===== src/rtl/acc_pkg.sv =====
// acc_pkg: shared definitions for the matrix accelerator datapath.
// Holds the sequencer state encoding, the default shift/accumulate/ROM
// geometry used by the X buffer, ALU, A ROM and sequencer, and a helper
// that sizes counters (minimum 1 bit).
package acc_pkg;

  localparam int unsigned SHIFT_N_DEF    = 4;
  localparam int unsigned ACC_N_DEF      = 4;
  localparam int unsigned ROM_AW_DEF     = 4;
  localparam int unsigned WDT_CYCLES_DEF = 64;

  typedef enum logic [2:0] {
    ST_IDLE    = 3'd0,
    ST_LOAD    = 3'd1,
    ST_COMPUTE = 3'd2,
    ST_WAIT_WB = 3'd3,
    ST_DONE    = 3'd4
  } acc_state_e;

  // Width of a counter that must hold 0..n-1, never narrower than 1 bit.
  function automatic int unsigned cnt_w(input int unsigned n);
    return (n > 1) ? $clog2(n) : 1;
  endfunction

endpackage


===== src/rtl/acc_seq_ctrl_if.sv =====
// acc_seq_ctrl_if: handshake/control bundle between the phase sequencer and
// the accelerator datapath (X buffer, ALU, A ROM, APB ready).
//   master : sequencer side  (drives load_en, ALU_en, counters, rom_addr,
//            acc_finish, pready, busy and, with ACC_SEQ_WDT_EN, wdt_err)
//   slave  : datapath side   (drives start_in, load_done, cal_finish)
// Optional feature macro: ACC_SEQ_WDT_EN adds the wdt_err signal.
interface acc_seq_ctrl_if
  import acc_pkg::*;
#(
  parameter int unsigned SHIFT_N = SHIFT_N_DEF,
  parameter int unsigned ACC_N   = ACC_N_DEF,
  parameter int unsigned ROM_AW  = ROM_AW_DEF
);

  localparam int unsigned SW = cnt_w(SHIFT_N);
  localparam int unsigned AW = cnt_w(ACC_N);

  logic              start_in;
  logic              load_done;
  logic              cal_finish;
  logic              load_en;
  logic              ALU_en;
  logic [SW-1:0]     shift_counter;
  logic [AW-1:0]     acc_counter;
  logic [ROM_AW-1:0] rom_addr;
  logic              acc_finish;
  logic              pready;
  logic              busy;
`ifdef ACC_SEQ_WDT_EN
  logic              wdt_err;
`endif

  modport master (
    input  start_in, load_done, cal_finish,
    output load_en, ALU_en, shift_counter, acc_counter, rom_addr,
           acc_finish, pready, busy
`ifdef ACC_SEQ_WDT_EN
    , output wdt_err
`endif
  );

  modport slave (
    output start_in, load_done, cal_finish,
    input  load_en, ALU_en, shift_counter, acc_counter, rom_addr,
           acc_finish, pready, busy
`ifdef ACC_SEQ_WDT_EN
    , input wdt_err
`endif
  );

endinterface


===== src/rtl/acc_seq_wdt.sv =====
// acc_seq_wdt: write-back watchdog counter for the phase sequencer.
// Counts cycles while en_i is high and clears whenever en_i is low.
//   clk, rst    : clock, synchronous active-high reset
//   en_i        : sequencer is waiting for a write-back
//   expire_c_o  : combinational; high on the cycle whose edge would bring
//                 the count to WDT_CYCLES
// Only instantiated when ACC_SEQ_WDT_EN is defined.
module acc_seq_wdt
  import acc_pkg::*;
#(
  parameter int unsigned WDT_CYCLES = WDT_CYCLES_DEF
) (
  input  logic clk,
  input  logic rst,
  input  logic en_i,
  output logic expire_c_o
);

  localparam int unsigned CW = $clog2(WDT_CYCLES + 1);

  logic [CW-1:0] cnt_q;

  assign expire_c_o = en_i && (cnt_q == CW'(WDT_CYCLES - 1));

  // Count while waiting; leaving the wait state clears the count.
  always_ff @(posedge clk) begin
    if (rst || !en_i) begin
      cnt_q <= '0;
    end else if (!expire_c_o) begin
      cnt_q <= cnt_q + CW'(1);
    end
  end

endmodule


===== src/rtl/acc_seq_ctrl.sv =====
// acc_seq_ctrl: phase sequencer for the matrix accelerator datapath.
// IDLE -> LOAD (X buffer fill) -> ACC_N x { COMPUTE (SHIFT_N ALU steps)
// -> WAIT_WB (write-back) } -> DONE (acc_finish pulse) -> IDLE.
// pready is held low while computing to stall the APB bus.
//   clk, rst : gated accelerator clock, synchronous active-high reset
//   bus      : acc_seq_ctrl_if.master (start_in, load_done, cal_finish in;
//              load_en, ALU_en, shift_counter, acc_counter, rom_addr,
//              acc_finish, pready, busy[, wdt_err] out, all registered)
// Optional feature macro: ACC_SEQ_WDT_EN enables the write-back watchdog.
module acc_seq_ctrl
  import acc_pkg::*;
#(
  parameter int unsigned SHIFT_N    = SHIFT_N_DEF,
  parameter int unsigned ACC_N      = ACC_N_DEF,
  parameter int unsigned ROM_AW     = ROM_AW_DEF,
  parameter int unsigned WDT_CYCLES = WDT_CYCLES_DEF
) (
  input  logic           clk,
  input  logic           rst,
  acc_seq_ctrl_if.master bus
);

  localparam int unsigned SW = cnt_w(SHIFT_N);
  localparam int unsigned AW = cnt_w(ACC_N);

  acc_state_e        state_q, state_d;
  logic [SW-1:0]     shift_q, shift_d;
  logic [AW-1:0]     acc_q, acc_d;
  logic [ROM_AW-1:0] rom_addr_q, rom_addr_d;
  logic              load_en_q, alu_en_q, acc_finish_q, pready_q, busy_q;
  logic              wdt_fire_c;

  assign bus.load_en       = load_en_q;
  assign bus.ALU_en        = alu_en_q;
  assign bus.shift_counter = shift_q;
  assign bus.acc_counter   = acc_q;
  assign bus.rom_addr      = rom_addr_q;
  assign bus.acc_finish    = acc_finish_q;
  assign bus.pready        = pready_q;
  assign bus.busy          = busy_q;

`ifdef ACC_SEQ_WDT_EN
  logic wdt_expire_c;
  logic wdt_err_q;

  acc_seq_wdt #(
    .WDT_CYCLES (WDT_CYCLES)
  ) u_wdt (
    .clk        (clk),
    .rst        (rst),
    .en_i       (state_q == ST_WAIT_WB),
    .expire_c_o (wdt_expire_c)
  );

  // A write-back arriving on the expiry cycle still wins.
  assign wdt_fire_c  = (state_q == ST_WAIT_WB) && !bus.cal_finish && wdt_expire_c;
  assign bus.wdt_err = wdt_err_q;
`else
  assign wdt_fire_c = 1'b0;
`endif

  // Next state and next counter values.
  always_comb begin
    state_d = state_q;
    shift_d = shift_q;
    acc_d   = acc_q;
    unique case (state_q)
      ST_IDLE: begin
        if (bus.start_in) state_d = ST_LOAD;
      end
      ST_LOAD: begin
        if (bus.load_done) begin
          state_d = ST_COMPUTE;
          shift_d = '0;
          acc_d   = '0;
        end
      end
      ST_COMPUTE: begin
        if (shift_q == SW'(SHIFT_N - 1)) state_d = ST_WAIT_WB;
        else                             shift_d = shift_q + SW'(1);
      end
      ST_WAIT_WB: begin
        if (bus.cal_finish) begin
          if (acc_q == AW'(ACC_N - 1)) begin
            state_d = ST_DONE;
          end else begin
            state_d = ST_COMPUTE;
            acc_d   = acc_q + AW'(1);
            shift_d = '0;
          end
        end else if (wdt_fire_c) begin
          state_d = ST_IDLE;
          shift_d = '0;
          acc_d   = '0;
        end
      end
      ST_DONE: begin
        state_d = ST_IDLE;
        shift_d = '0;
        acc_d   = '0;
      end
      default: begin
        state_d = ST_IDLE;
        shift_d = '0;
        acc_d   = '0;
      end
    endcase
    // Built from next-state counters so the address lines up with ALU_en.
    rom_addr_d = ROM_AW'(32'(acc_d) * SHIFT_N + 32'(shift_d));
  end

  // State, counters and Moore outputs decoded from the next state.
  always_ff @(posedge clk) begin
    if (rst) begin
      state_q      <= ST_IDLE;
      shift_q      <= '0;
      acc_q        <= '0;
      rom_addr_q   <= '0;
      load_en_q    <= 1'b0;
      alu_en_q     <= 1'b0;
      acc_finish_q <= 1'b0;
      pready_q     <= 1'b1;
      busy_q       <= 1'b0;
`ifdef ACC_SEQ_WDT_EN
      wdt_err_q    <= 1'b0;
`endif
    end else begin
      state_q      <= state_d;
      shift_q      <= shift_d;
      acc_q        <= acc_d;
      rom_addr_q   <= rom_addr_d;
      load_en_q    <= (state_d == ST_LOAD);
      alu_en_q     <= (state_d == ST_COMPUTE);
      acc_finish_q <= (state_d == ST_DONE);
      pready_q     <= !((state_d == ST_COMPUTE) || (state_d == ST_WAIT_WB));
      busy_q       <= (state_d != ST_IDLE);
`ifdef ACC_SEQ_WDT_EN
      wdt_err_q    <= wdt_fire_c;
`endif
    end
  end

endmodule


===== src/flat_wrapper.sv =====
// flat-port wrapper written by rule: the top's interface ports become plain ports
module acc_seq_ctrl_flat import acc_pkg::*;
#(
  parameter int unsigned SHIFT_N    = SHIFT_N_DEF,
  parameter int unsigned ACC_N      = ACC_N_DEF,
  parameter int unsigned ROM_AW     = ROM_AW_DEF,
  parameter int unsigned WDT_CYCLES = WDT_CYCLES_DEF
)
  (clk, rst, bus_start_in, bus_load_done, bus_cal_finish, bus_load_en, bus_ALU_en, bus_shift_counter, bus_acc_counter, bus_rom_addr, bus_acc_finish, bus_pready, bus_busy);
  acc_seq_ctrl_if #(.SHIFT_N(SHIFT_N), .ACC_N(ACC_N), .ROM_AW(ROM_AW)) bus_i ();
  input  logic clk;
  input  logic rst;
  input wire logic [$bits(bus_i.start_in)-1:0] bus_start_in;
  input wire logic [$bits(bus_i.load_done)-1:0] bus_load_done;
  input wire logic [$bits(bus_i.cal_finish)-1:0] bus_cal_finish;
  output wire logic [$bits(bus_i.load_en)-1:0] bus_load_en;
  output wire logic [$bits(bus_i.ALU_en)-1:0] bus_ALU_en;
  output wire logic [$bits(bus_i.shift_counter)-1:0] bus_shift_counter;
  output wire logic [$bits(bus_i.acc_counter)-1:0] bus_acc_counter;
  output wire logic [$bits(bus_i.rom_addr)-1:0] bus_rom_addr;
  output wire logic [$bits(bus_i.acc_finish)-1:0] bus_acc_finish;
  output wire logic [$bits(bus_i.pready)-1:0] bus_pready;
  output wire logic [$bits(bus_i.busy)-1:0] bus_busy;
  assign bus_i.start_in = bus_start_in;
  assign bus_i.load_done = bus_load_done;
  assign bus_i.cal_finish = bus_cal_finish;
  assign bus_load_en = bus_i.load_en;
  assign bus_ALU_en = bus_i.ALU_en;
  assign bus_shift_counter = bus_i.shift_counter;
  assign bus_acc_counter = bus_i.acc_counter;
  assign bus_rom_addr = bus_i.rom_addr;
  assign bus_acc_finish = bus_i.acc_finish;
  assign bus_pready = bus_i.pready;
  assign bus_busy = bus_i.busy;
  acc_seq_ctrl #(.SHIFT_N(SHIFT_N), .ACC_N(ACC_N), .ROM_AW(ROM_AW), .WDT_CYCLES(WDT_CYCLES)) u_core (.clk(clk), .rst(rst), .bus(bus_i));
endmodule

===== config.mk =====
export PLATFORM = sky130hd
export DESIGN_NAME = acc_seq_ctrl_flat
export DESIGN_NICKNAME = d
export VERILOG_FILES = /design/src/rtl/acc_pkg.sv /design/src/rtl/acc_seq_ctrl_if.sv /design/src/rtl/acc_seq_wdt.sv /design/src/rtl/acc_seq_ctrl.sv /design/src/flat_wrapper.sv
export SDC_FILE = /design/constraint.sdc
export NUM_CORES = 1
export LEC_CHECK = 0
export ABC_AREA = 1
export BUFFER_PORTS_ARGS = -buffer_cell sky130_fd_sc_hd__clkbuf_2
export CORE_AREA = 2 2 39 41
export DETAILED_ROUTE_END_ITERATION = 7
export DIE_AREA = 0 0 41 43
export GPL_TIMING_DRIVEN = 0
export PLACE_DENSITY = 0.75
export SLEW_MARGIN = 25
export SYNTH_ARGS = -nofsm -noshare
export SYNTH_HDL_FRONTEND = slang
export SYNTH_SLANG_ARGS = --single-unit
export TNS_END_PERCENT = 20

===== constraint.sdc =====
create_clock -name clk -period 3 [get_ports clk]
set_input_delay 0.6 -clock clk [delete_from_list [all_inputs] [get_ports clk]]
set_output_delay 0.6 -clock clk [all_outputs]
set_load 0.01 [all_outputs]

=== Yosys cells after proc, flatten, opt, wreduce, memory -nomap -nowiden ===
Index checks and enable logic that the tools add are counted.

* Add/subtract/negate cells: 3
* Multipliers: 0
* Div/mod/pow operators: 0
* Order comparisons: 0
* Equality and inequality tests: 9
* Shifts and indexed selects: 0
* Multiplexer cells: 15
* Bitwise logic cells: 0
* Reduce and logical (&&, ||, !) cells: 5

{| class="wikitable"
|+ Operator list
! cell !! number
|-
| 3-bit 2-to-1 mux || 5
|-
| 2-bit 2-to-1 mux || 7
|-
| 3-bit by 2-bit == test with 1-bit output (second input constant) || 4
|-
| 3-bit one-hot mux with 4 select lines || 1
|-
| 2-bit one-hot mux with 4 select lines || 1
|-
| 3-bit by 1-bit == test with 1-bit output (second input constant) || 2
|-
| 2-bit one-hot mux with 3 select lines || 1
|-
| 2-bit by 1-bit adder with 2-bit output (second input constant) || 2
|-
| 4-bit by 2-bit adder with 4-bit output || 1
|-
| 2-bit == test (second input constant) || 2
|-
| 3-bit == test (second input constant) || 1
|-
| 3-bit zero test || 1
|-
| 3-bit nonzero test || 1
|-
| 2-bit OR reduction || 1
|-
| 1-bit zero test || 1
|-
| 1-bit logical OR || 1
|}

* Register bits after elaboration: 16
* Latch bits: 0
* RAM bits: 0
* Bits in read-only memories: 0
* Input port bits: 5
* Output and inout port bits: 13
* Logic and storage cells: 41
* Memories kept: 0

=== Longest topological paths before layout ===
* Depth after elaboration: 7
* Gate-level depth with buffers: 8
* Depth with buffers taken out: 8

=== Least setup slack after synthesis ===
OpenSTA, ideal clock, no wires.

* Kind: reg2out
* Start: register u_core.bus.rom_addr[0] (netlist name)
* End: output port bus_shift_counter[0]
* Arrival: 593 ps
* Data required time: 2400 ps
* Path slack: 1807 ps
* Stages on the path, launching flop included: 2
* Buffers on the path: 1
* Cell sequence: dfxtp_1 buf_4

{| class="wikitable"
|+ RTL lines
! item !! RTL line !! RTL
|-
| to (decl) || flat_wrapper.sv:18 || <nowiki>output wire logic [$bits(bus_i.shift_counter)-1:0] bus_shift_counter;</nowiki>
|}

==> metrics.cfg <==
[floorplan]
fp-row-count=14
core_area_um2=1380
start_util=0.414
die_area_um2=1760
ios=18
fp.dieW_um=41
chipHeight_um=43

[worst_setup_path]
critPathSlowestCell=dfxtp_1
crit_chain=buf_4 -> clkbuf_2
slowest_delay_ns=0.44
cp.buffers_inverters=2
regToRegSetupSlack_ns=1.77
critPathLaunchType=register
worstPathRequired_ns=2.40
ff2ff_path_depth=7
cp_data_arrival_time_ns=0.97
r2r_end=u_core.bus.busy
crit_family=flip-flops
cp_max_fo=7
crit_path_end_kind=output pin
critical_path_class=reg2out
r2r-start=u_core.state_q[2]

[global_route]
grt_max_degree=8
overflow=0
grt_usage=0.154
grt_pass1_vias=446
grt_pass1_wl_um=1790
antenna_found_initial=0

[logic_synthesis]
syn_nets=90
synth.top_cell.area_share=0.419
syn-instance-count=85
synth_seq_cells=12
yosysTopAreaCell=dfxtp_1
syn_area_um2=573
synth_flop_cell=dfxtp_1
synth_area_leaders=dfxtp_1 42%, nand2_1 13%, nor2_1 11%
post-synth-top-count-cell=nand2_1
synth_cell_types=14
synth_common_cells=20 x nand2_1, 17 x nor2_1, 12 x dfxtp_1
synthArstFlopShare=0
synth.avg_cell_area_um2=6.74
yosys_warnings=0
yosysSeqAreaShare=0.419
synth_edf_count=0

[sta]
skew_ns=0.00495
relSlewSlack=0.743
finalCriticalPeriod_ns=1.57
worst_pin_slew_ns=0.385
rsz0062_at_grt=false
hold_violations=0
drv_slew=0
setup_violations=0
fmaxAchievable_ghz=0.636
min_period_over_period=0.524
tns_ns=0

[layout]
multi_input_area_um2=258
syn2layout_area_growth_pct=24.7
fin_cells=122
finish.instance_area_um2=714
seq_area_um2=240
drive_gt1_frac=0.283
n_antenna_cell=0
fin_nets=112
final_core_util=0.516
nFillCells=142

[drt]
first_iter_violations=21
wl_per_cell_um=10.0
dr_total_vias=589
via_per_inst=4.83
drt-total-wl_um=1220
dr.pass1.iters=5
drt.antenna.violating_nets=0
drc=0

[clocking]
postCtsHoldBufs=0
root_buffer=clkbuf_4
clock_latency_ns=0.28
cts_buffer_depth=2
ctsResizeCount=0
cts_setup_buffers=0
cts_buffers=3
cts_tree=done
cts_sinks=12
cts_max_level=1
clk_pin_slew_worst_paths_ns=0.08

[placement]
dp.cells=118
dp_hpwl_um=924
place_area_um2=678
gp_congestion=0.803
port_buffers=17

[hold_path]
hold_path_startpoint=rst
hold_end=u_core.bus.rom_addr[0]
whs_path_depth=2
hold_class=in2reg

[power]
ir_drop_mv=0.191
power.density_nw_per_um2=484
p_leak_nw=0.371

[run_status]
status=complete, no violations

[run]
drv_cap=0

## power breakdown
| group | internal, mW | total (mW) | switching, mW |
|---|---|---|---|
| clock network | 0.0738 | 0.128 | 0.0544 |
| logic | 0.0171 | 0.0444 | 0.0273 |
| registers | 0.167 | 0.173 | 0.00645 |
| total | 0.258 | 0.346 | 0.0881 |
## worst reg2reg max path: stages, from the launching register on
cell     delay (ns)
dfxtp_1        0.48
inv_2          0.09
nand3_2        0.14
nor2_1         0.06
nor2_1         0.13
nand2_1        0.09
nand2_1        0.08
nand2_1        0.05
## area by class of cell
class	instances	share of cell area
Multi-Input combinational cell	57	0.361
Sequential cell	12	0.336
Timing Repair Buffer	17	0.119
Inverter	12	0.0630
Clock buffer	4	0.0508
Buffer	4	0.0420
Tap cell	16	0.0280
## per-layer routing
| layer | share of wire | track usage | vias to the layer above |
|---|---|---|---|
| li1 | - | - | 305 |
| met1 | 0.44 | 0.170 | 262 |
| met2 | 0.49 | 0.231 | 17 |
| met3 | 0.042 | 0.0471 | 5 |
| met4 | 0.030 | 0.120 | 0 |
| met5 | 0 | 0 | - |
## cell families (layout without fill, tap and decap cells)
logic type             after synthesis  after routing  synth area share
AO/OA/AOI/OAI                        8              8            0.0699
AND/OR/NAND/NOR                     49             49             0.380
flip-flops                          12             12             0.419
buffers and inverters               16             37             0.131
## metrics by stage
stage	power (mW)	setup WS, ns	hold WS, ns
3_3_place_gp	0.220	1.63	0.532
2_1_floorplan	0.205	1.81	0.537
5_1_grt	0.363	1.37	0.551
6_report	0.346	1.43	0.555
3_5_place_dp	0.221	1.63	0.540
4_1_cts	0.348	1.42	0.552
## how the worst max path moves through the flow
| stage | startpoint | end | slack, ns | depth (start not counted) |
|---|---|---|---|---|
| 3_3_place_gp | rst | u_core.bus.rom_addr[2] | 1.63 | 4 |
| 3_5_place_dp | rst | u_core.bus.rom_addr[2] | 1.63 | 4 |
| 5_1_grt | u_core.bus.rom_addr[0] | bus_shift_counter[0] | 1.37 | 2 |
| 4_1_cts | u_core.bus.rom_addr[0] | bus_shift_counter[0] | 1.42 | 2 |
| 2_1_floorplan | u_core.bus.rom_addr[0] | bus_shift_counter[0] | 1.81 | 1 |
| 6_report | u_core.bus.rom_addr[0] | bus_shift_counter[0] | 1.43 | 2 |
## registers in the layout, indices dropped and copies added (netlist names)
register               count
u_core.bus.rom_addr        4
u_core.state_q             3
u_core.bus.ALU_en          1
u_core.bus.acc_finish      1
u_core.bus.busy            1
u_core.bus.load_en         1
u_core.bus.pready          1
## cells in the final DEF, fill, tap and decap left out
cell,instances
nand3_1,4
o21ai_0,4
inv_1,10
nand4_1,2
buf_4,4
clkbuf_8,1
nor2_4,1
nor3_1,3
clkbuf_4,3
dfxtp_1,12
nand2_1,20
inv_2,2
o21ai_1,1
nand3_2,2
nor2_1,17
a21oi_1,3
clkbuf_2,17
(Power assumes the default switching activity.)
